<file path="config.mk">
export PLATFORM = sky130hd
export DESIGN_NAME = noc_demux_flat
export DESIGN_NICKNAME = d
export VERILOG_FILES = /design/src/rtl/noc_demux_if.sv /design/src/rtl/noc_demux.sv /design/src/flat_wrapper.sv
export SDC_FILE = /design/constraint.sdc
export NUM_CORES = 1
export LEC_CHECK = 0
export ABC_AREA = 0
export CAP_MARGIN = 20
export CORE_AREA = 3 3 79 81
export CTS_CLUSTER_SIZE = 14
export DETAILED_ROUTE_END_ITERATION = 16
export DIE_AREA = 0 0 82 84
export GPL_TIMING_DRIVEN = 0
export PLACE_DENSITY = 0.83
export SYNTH_ARGS = -nofsm -noshare
export SYNTH_HDL_FRONTEND = slang
export SYNTH_SLANG_ARGS = --single-unit
export TNS_END_PERCENT = 50
</file>
<file path="constraint.sdc">
create_clock -name clk -period 4.1 [get_ports clk]
set_clock_uncertainty 0.2 [all_clocks]
set_input_delay 0.41 -clock clk [delete_from_list [all_inputs] [get_ports clk]]
set_output_delay 0.41 -clock clk [all_outputs]
set_load 0.005 [all_outputs]
</file>
<file path="src/rtl/noc_demux_if.sv">
// rtl/noc_demux_if.sv - flit input and per-channel output bundle for noc_demux
interface noc_demux_if #(
  parameter int FLIT_WIDTH = 32,
  parameter int CHANNELS   = 7
);
  logic [FLIT_WIDTH-1:0] in_flit;
  logic                  in_last;
  logic                  in_valid;
  logic                  in_ready;
  logic [FLIT_WIDTH-1:0] out_flit;
  logic                  out_last;
  logic [CHANNELS-1:0]   out_valid;
  logic [CHANNELS-1:0]   out_ready;
  logic [15:0]           drop_count;

  // master is the demux itself; slave is whatever feeds and drains it
  modport master (
    input  in_flit, in_last, in_valid, out_ready,
    output in_ready, out_flit, out_last, out_valid, drop_count
  );

  modport slave (
    output in_flit, in_last, in_valid, out_ready,
    input  in_ready, out_flit, out_last, out_valid, drop_count
  );
endinterface

</file>
<file path="src/rtl/noc_demux.sv">
// rtl/noc_demux.sv - wormhole demux: header picks a channel, route held until tail, bad indices dropped
module noc_demux #(
  parameter int FLIT_WIDTH = 32,
  parameter int CHANNELS   = 7,
  parameter int DEST_LSB   = 27,
  parameter int DEST_WIDTH = 5
) (
  input  logic         clk,
  input  logic         rst,
  noc_demux_if.master  bus
);
  localparam int SEL_W = $clog2(CHANNELS);

  typedef enum logic [1:0] {IDLE, ACTIVE, DROP} state_t;

  state_t                state, state_nx;
  logic [SEL_W-1:0]      sel, load_sel;
  logic [DEST_WIDTH-1:0] idx;
  logic                  idx_ok, full, drain, can_load, load, drop_inc;

  assign idx      = bus.in_flit[DEST_LSB +: DEST_WIDTH];
  assign idx_ok   = 32'(idx) < 32'(CHANNELS);
  assign full     = |bus.out_valid;
  assign drain    = full & |(bus.out_valid & bus.out_ready);
  assign can_load = ~full | drain;

  always_comb begin
    state_nx     = state;
    bus.in_ready = 1'b0;
    load         = 1'b0;
    drop_inc     = 1'b0;
    load_sel     = sel;
    unique case (state)
      IDLE: begin
        if (idx_ok) begin
          bus.in_ready = can_load;
          load         = bus.in_valid & can_load;
          load_sel     = idx[SEL_W-1:0];
          if (load && !bus.in_last) state_nx = ACTIVE;
        end else begin
          // bad destination: swallowed even while the stage is stalled
          bus.in_ready = 1'b1;
          drop_inc     = bus.in_valid;
          if (bus.in_valid && !bus.in_last) state_nx = DROP;
        end
      end
      ACTIVE: begin
        bus.in_ready = can_load;
        load         = bus.in_valid & can_load;
        if (load && bus.in_last) state_nx = IDLE;
      end
      DROP: begin
        bus.in_ready = 1'b1;
        if (bus.in_valid && bus.in_last) state_nx = IDLE;
      end
      default: state_nx = IDLE;
    endcase
  end

  always_ff @(posedge clk) begin
    if (rst) begin
      state          <= IDLE;
      sel            <= '0;
      bus.out_valid  <= '0;
      bus.out_flit   <= '0;
      bus.out_last   <= 1'b0;
      bus.drop_count <= '0;
    end else begin
      state <= state_nx;
      if (load) begin
        bus.out_flit  <= bus.in_flit;
        bus.out_last  <= bus.in_last;
        bus.out_valid <= CHANNELS'(1) << load_sel;
        if (state == IDLE) sel <= load_sel;
      end else if (drain) begin
        bus.out_valid <= '0;
      end
      if (drop_inc && bus.drop_count != 16'hFFFF)
        bus.drop_count <= bus.drop_count + 16'd1;
    end
  end
endmodule
</file>
<file path="src/flat_wrapper.sv">
// flat-port wrapper written by rule: the top's interface ports become plain ports
module noc_demux_flat 
#(
  parameter int FLIT_WIDTH = 32,
  parameter int CHANNELS   = 7,
  parameter int DEST_LSB   = 27,
  parameter int DEST_WIDTH = 5
)
  (clk, rst, bus_in_flit, bus_in_last, bus_in_valid, bus_out_ready, bus_in_ready, bus_out_flit, bus_out_last, bus_out_valid, bus_drop_count);
  noc_demux_if #(.FLIT_WIDTH(FLIT_WIDTH), .CHANNELS(CHANNELS)) bus_i ();
  input  logic clk;
  input  logic rst;
  input wire logic [$bits(bus_i.in_flit)-1:0] bus_in_flit;
  input wire logic [$bits(bus_i.in_last)-1:0] bus_in_last;
  input wire logic [$bits(bus_i.in_valid)-1:0] bus_in_valid;
  input wire logic [$bits(bus_i.out_ready)-1:0] bus_out_ready;
  output wire logic [$bits(bus_i.in_ready)-1:0] bus_in_ready;
  output wire logic [$bits(bus_i.out_flit)-1:0] bus_out_flit;
  output wire logic [$bits(bus_i.out_last)-1:0] bus_out_last;
  output wire logic [$bits(bus_i.out_valid)-1:0] bus_out_valid;
  output wire logic [$bits(bus_i.drop_count)-1:0] bus_drop_count;
  assign bus_i.in_flit = bus_in_flit;
  assign bus_i.in_last = bus_in_last;
  assign bus_i.in_valid = bus_in_valid;
  assign bus_i.out_ready = bus_out_ready;
  assign bus_in_ready = bus_i.in_ready;
  assign bus_out_flit = bus_i.out_flit;
  assign bus_out_last = bus_i.out_last;
  assign bus_out_valid = bus_i.out_valid;
  assign bus_drop_count = bus_i.drop_count;
  noc_demux #(.FLIT_WIDTH(FLIT_WIDTH), .CHANNELS(CHANNELS), .DEST_LSB(DEST_LSB), .DEST_WIDTH(DEST_WIDTH)) u_core (.clk(clk), .rst(rst), .bus(bus_i));
endmodule
</file>
==> results of run 1 <==
worst min-delay path by stage:
| stage | from | end | slack (ns) | cells past startpoint |
|---|---|---|---|---|
| 5_1_grt | bus_in_flit[28] | u_core.bus.out_flit[28] | 0.14 | 3 |
| 3_3_place_gp | u_core.bus.out_flit[27] | u_core.bus.out_flit[27] | 0.24 | 2 |
| 2_1_floorplan | u_core.bus.out_flit[0] | u_core.bus.out_flit[0] | 0.25 | 2 |
| 6_report | bus_in_flit[28] | u_core.bus.out_flit[28] | 0.15 | 3 |
| 3_5_place_dp | u_core.bus.out_flit[7] | u_core.bus.out_flit[7] | 0.25 | 2 |
| 4_1_cts | bus_in_flit[28] | u_core.bus.out_flit[28] | 0.13 | 3 |
logic make-up (layout without fill, tap and decap cells):
group | count (synthesis) | count (layout)
compound gates | 73 | 73
fa+ha+maj | 1 | 1
simple gates | 139 | 139
mux | 7 | 7
xor+xnor | 10 | 10
flops | 61 | 61
buf+inv | 25 | 135
layout make-up:
class | instances | area [um2] | area share (%)
multi-input cells | 230 | 1290 | 33.4
plain buffers | 19 | 92.6 | 2.40
clock buffers | 13 | 179 | 4.64
repair buffers | 96 | 961 | 24.9
clock inverters | 1 | 5.00 | 0.130
well taps | 72 | 90.1 | 2.33
inverters | 6 | 22.5 | 0.584
flip-flops and latches | 61 | 1220 | 31.6
metrics by stage:
stage | cell area (um2) | worst slack (ns) | hold WS, ns | instances
after global placement | 3670 | 1.27 | 0.240 | 484
final | 3860 | 1.30 | 0.149 | 498
after global routing | 3860 | 1.08 | 0.144 | 498
after detailed placement | 3670 | 1.14 | 0.247 | 484
after floorplan | 2620 | 1.98 | 0.253 | 316
after CTS | 3860 | 1.28 | 0.132 | 498
power groups by stage:
stage | combinational [mW] | sequential, mW | clock [mW]
floorplan | 0.0727 | 0.636 | 0
global placement | 0.162 | 0.635 | 0
detailed placement | 0.165 | 0.636 | 0
CTS | 0.166 | 0.623 | 0.498
global route | 0.182 | 0.625 | 0.522
finish | 0.166 | 0.624 | 0.488
worst min-delay path, cell delays in order:
cell	delay [ns]
buf_6	0.11
nand2_1	0.05
a21oi_1	0.05
cell usage in the layout, fill, tap and decap left out, drive strengths merged, types with 2 or more instances in the layout:
cell / netlist / final
a2111oi: 2 / 2
a211oi: 7 / 7
a21oi: 39 / 39
a22oi: 2 / 2
a31oi: 4 / 4
and3: 3 / 3
and4: 3 / 3
buf: 10 / 10
clkbuf: 9 / 22
clkdlybuf4s50: 0 / 96
dfxtp: 61 / 61
inv: 6 / 6
mux2: 2 / 2
mux2i: 5 / 5
nand2: 81 / 81
nand3: 7 / 7
nand4: 3 / 3
nor2: 22 / 22
nor3: 4 / 4
nor3b: 3 / 3
nor4: 3 / 3
o21ai: 6 / 6
o31ai: 2 / 2
o41ai: 3 / 3
or3: 2 / 2
or4: 3 / 3
xnor2: 8 / 8
xor2: 2 / 2
cell usage after synthesis, drive strengths merged, types with 5 or more instances:
cell type,instances
dfxtp,61
clkbuf,9
nand3,7
buf,10
a211oi,7
a21oi,39
mux2i,5
xnor2,8
o21ai,6
inv,6
nand2,81
nor2,22
state kept, by name (all words and copies together) (netlist names):
register               flops
u_core.state               2
u_core.bus.out_valid       7
u_core.bus.drop_count     16
u_core.bus.out_last        1
u_core.sel                 3
u_core.bus.out_flit       32
routing by layer:
metal	track usage (%)	routed length (um)
met1	26.3	3030
met2	33.8	3350
met3	6.80	627
met4	8.61	117
met5	0	0
==> impl_metrics.tcl, run 1 <==
set metrics [dict create \
    p_int_mw 0.978 \
    status "complete, no violations" \
    yosys.area_share.simple_pct 24.2 \
    report.final.slew_viol_count 0 \
    synthCells 316 \
    syn_nets 360 \
    cts-root-buf "clkbuf_8" \
    route.detailed.drc 0 \
    ys_ff_latch 61 \
    synth.area.mux_share_pct 3.24 \
    grt_max_degree 11 \
    dr.pass1.iters 5 \
    critPathMaxStageDelay_ns 0.46 \
    fin_util_pct 69.6 \
    viasPerCell 5.28 \
    start_kind "input port" \
    period_needed_ns 2.80 \
    ys_types 50 \
    synthXorXnorAreaFrac_pct 3.34 \
    timing.final.crit_share_pct 68.4 \
    synth-main-ff-cell "dfxtp_1" \
    leakagePower_nw 1.32 \
    dr.first_iter.drc_count 172 \
    rows 27 \
    track_usage_pct 21.3 \
    yosysWarningCount 0 \
    path_clk_slew_ns 0.06 \
    io_buffers 96 \
    totalPowerFinal_mw 1.28 \
    cts_buffers 9 \
    max-cap-violations 0 \
    synth_compound_area_share_pct 17.8 \
    n_fill_cell 446 \
    htreeDepth 3 \
    wl_per_cell_um 14.3 \
    cts_tree "done" \
    synth_top_area_cell "dfxtp_1" \
    cts_resized 0 \
    reg2reg_depth 7 \
    fp.coreArea_um2 5540 \
    dieArea_um2 6890 \
    antenna_found_initial 0 \
    layout.nets 467 \
    overflow 0 \
    rsz0062_at_grt "false" \
    holdCritPathClass "input port to register" \
    finalSetupViolations 0 \
    crit_chain "clkdlybuf4s50_1, a222oi_1, nand3_1, a21oi_1, o22ai_1, clkdlybuf4s50_1" \
    path_buf_inv 2 \
    crit_type "input port to primary output" \
    cts_sinks 61 \
    synth_top_area_share_pct 46.5 \
    r2r_end "u_core.bus.out_flit[30]" \
    die_h_um 84 \
    io_pins 100 \
    end_kind "primary output" \
    p_sw_share_pct 23.4 \
    yosysSeqAreaShare_pct 46.5 \
    fin_setup_tns_ns 0 \
    crit_path_end "bus_in_ready" \
    route.antenna.remaining_nets 0 \
    dr_total_vias 2629 \
    max_freq_ghz 0.357 \
    crit_fanout 3 \
    start_util_pct 47.4 \
    layout-drive-gt1-share_pct 7.28 \
    tightest_slew_ns 0.593 \
    startpoint "bus_out_ready[1]" \
    seqPwrFrac_pct 48.8 \
    p_sw_mw 0.299 \
    die_w_um 82 \
    finalHoldViolations 0 \
    worstPathRequired_ns 3.49 \
    synthTopCellsByArea "dfxtp_1 (47%), nand2_1 (12%), a21oi_1 (7.4%)" \
    clkLatencyLatePin_ns 0.32 \
    gp_congestion 0.886 \
    cts_setup_buffers 0 \
    vdd_ir_drop_max_mv 0.178 \
    synth_edf_count 0 \
    syn_avg_cell_area_um2 8.30 \
    comb_power_share_pct 13.0 \
    pwr_density_cell_nw_per_um2 331 \
    grt_pass1_wl_um 11700 \
    clockBufferDepth 2 \
    cp.depth 6 \
    cpMostUsedCell "clkdlybuf4s50_1" \
    areaGrowthSynthToFinish_pct 47.1 \
    synthAdderAreaFrac_pct 0.477 \
    critPathTopFamily "buffers and inverters" \
    max_slew_margin_pct 60.2 \
    routed_wl_um 7120 \
    r2r_start "u_core.bus.out_valid[1]" \
    cp_slowest_cell "clkdlybuf4s50_1" \
    p_clk_share_pct 38.2 \
    cts-hold-fix-buffers 0 \
    dp_hpwl_um 5270 \
    regToRegSetupSlack_ns 1.79 \
    syn-cell-area_um2 2620 \
    synthArstFlopShare_pct 0 \
    antennaDiodeCount 0 \
    grt_pass1_vias 2534 \
    synth_top_family_by_area "simple AND/OR/NAND/NOR gates" \
    critPathArrivalTime_ns 2.19 \
]
Power figures use the tool's default switching activity.
==> inputs of run 2 (changes only) <==
CORE_AREA = 3 3 82 84   (was 3 3 79 81)
DIE_AREA = 0 0 85 87   (was 0 0 82 84)
PLACE_DENSITY = 0.78   (was 0.83)
clock period = 2.8 ns   (was 4.1 ns; I/O delays follow)
==> run 2 against run 1 <==
Net effect:
- die area up 7.4%
- register-to-register slack got worse by 1.3 ns
- combinational power grew 47%
- non-clock buffer count up 1
- first-iteration DRC count decreased by 22%
- worst hold slack got worse by 0.096 ns
- critical path type is now input port to register
==> impl_metrics.tcl, run 2 (same netlist as run 1, synthesis figures left out) <==
set metrics [dict create \
    status "complete, no violations" \
    critPathArrivalTime_ns 2.62 \
    overflow 0 \
    clkLatencyLatePin_ns 0.34 \
    cts_tree "done" \
    cts_setup_buffers 0 \
    clockBufferDepth 2 \
    layout_setup_ws_ns 0.246 \
    cts_sinks 61 \
    n_fill_cell 509 \
    comb_power_share_pct 12.6 \
    largest_reg_flops 32 \
    top_regs "u_core.bus.out_flit (32), u_core.bus.drop_count (16), u_core.bus.out_valid (7)" \
    dr.first_iter.drc_count 135 \
    antenna_found_initial 0 \
    finalSetupViolations 0 \
    dp_hpwl_um 5360 \
    gp_congestion 0.851 \
    report.final.slew_viol_count 0 \
    dieArea_um2 7400 \
    final_common_cell "clkdlybuf4s50_1" \
    most-common-layout-cells "clkdlybuf4s50_1 (96), nand2_1 (81), dfxtp_1 (61), a21oi_1 (39), nor2_1 (22)" \
    crit_chain "dlygate4sd3_1, buf_6, a311oi_1, nor2_1, a211oi_2, buf_2, nand2_1, a21oi_1" \
    fp.coreArea_um2 5990 \
    layout.nets 468 \
    regToRegSetupSlack_ns 0.48 \
    fin_setup_tns_ns 0 \
    max_slew_margin_pct 58.1 \
    critPathTopFamily "compound AO/OA/AOI/OAI gates" \
    grt_pass1_vias 2626 \
    htreeDepth 3 \
    grt_pass1_wl_um 12000 \
    worstPathRequired_ns 2.86 \
    p_clk_share_pct 40.5 \
    wl_per_cell_um 14.6 \
    seqPwrFrac_pct 46.9 \
    routed_wl_um 7340 \
    final_cells 503 \
    antennaDiodeCount 0 \
    vdd_ir_drop_max_mv 0.263 \
    p_int_mw 1.48 \
    critPathMaxStageDelay_ns 0.56 \
    path_clk_slew_ns 0.06 \
    pre_cts_ws_ns 0.0236 \
    rsz0062_at_grt "false" \
    pwr_density_cell_nw_per_um2 500 \
    tightest_slew_ns 0.625 \
    timing.final.crit_share_pct 91.2 \
    worst_hold_slack_ns 0.0531 \
    layout-drive-gt1-share_pct 7.48 \
    end_kind "register" \
    start_util_pct 43.8 \
    viasPerCell 5.24 \
    max-cap-violations 0 \
    route.detailed.drc 0 \
    path_buf_inv 3 \
    die_w_um 85 \
    start_kind "input port" \
    holdCritPathClass "input port to register" \
    track_usage_pct 20.2 \
    p_sw_share_pct 24.0 \
    p_sw_mw 0.466 \
    leakagePower_nw 1.33 \
    cts-root-buf "clkbuf_8" \
    crit_fanout 10 \
    fin_util_pct 64.9 \
    dr_total_vias 2638 \
    die_h_um 87 \
    grt_max_degree 11 \
    rows 28 \
    placed_cells 487 \
    io_buffers 96 \
    cp_slowest_cell "dlygate4sd3_1" \
    route.antenna.remaining_nets 0 \
    crit_type "input port to register" \
    dr.pass1.iters 4 \
    period_needed_ns 2.55 \
    cts_buffers 9 \
    areaGrowthSynthToFinish_pct 48.2 \
    io_pins 100 \
    finalHoldViolations 0 \
    regMostFlops "u_core.bus.out_flit" \
    max_freq_ghz 0.392 \
]
-- run 2: cell types whose count changed in the layout (fill, tap and decap cells not counted), sizes merged --
cell,before,now
dlygate4sd3,0,1
clkbuf,22,20
clkinvlp,0,1
clkinv,1,2
bufinv,0,1
-- run 2: timing repair --
action,CTS,global route
resized for setup,0,0
hold buffers,1,0
hold endpoints to repair,1,0
-- run 2: cell type report --
type	instances	area, um2	area share, %
multi-input cells	230	1290	33.1
plain buffers	19	92.6	2.38
inverters	6	22.5	0.579
clock buffers	11	151	3.89
repair buffers	97	971	25.0
flip-flops and latches	61	1220	31.4
clock inverters	4	47.5	1.22
well taps	75	93.8	2.41
-- run 2: worst paths after layout --
check | cells past startpoint | startpoint | endpoint
worst max register to register | 7 | u_core.bus.out_valid[1] | u_core.bus.out_flit[19]
worst min-delay path | 3 | bus_in_flit[27] | u_core.bus.out_flit[27]
worst min register to register | 2 | u_core.bus.out_last | u_core.bus.out_last
worst max-delay path | 8 | bus_in_flit[28] | u_core.bus.out_flit[19]
-- run 2: tightest hold or removal path: stages --
cell,delay [ns]
buf_2,0.15
nand2_1,0.07
a21oi_1,0.05
-- run 2: power groups by stage --
stage / Combinational [mW] / Clock [mW] / Sequential, mW
after floorplan: 0.106 / 0 / 0.931
after global placement: 0.238 / 0 / 0.930
after detailed placement: 0.242 / 0 / 0.931
after CTS: 0.245 / 0.798 / 0.912
after global routing: 0.266 / 0.853 / 0.916
final: 0.244 / 0.786 / 0.912
-- run 2: per-layer routing --
metal	share of wire [%]	global-route usage [%]	vias up
li1	-	-	1317
met1	44	24.8	1208
met2	47	34.1	96
met3	6.9	5.87	17
met4	1.9	6.19	0
met5	0	0	-
-- run 2: per-stage QoR --
step	area (um2)	total power, mW
3_3_place_gp	3680	1.17
6_report	3890	1.94
4_1_cts	3890	1.96
5_1_grt	3890	2.04
2_1_floorplan	2620	1.04
3_5_place_dp	3680	1.17
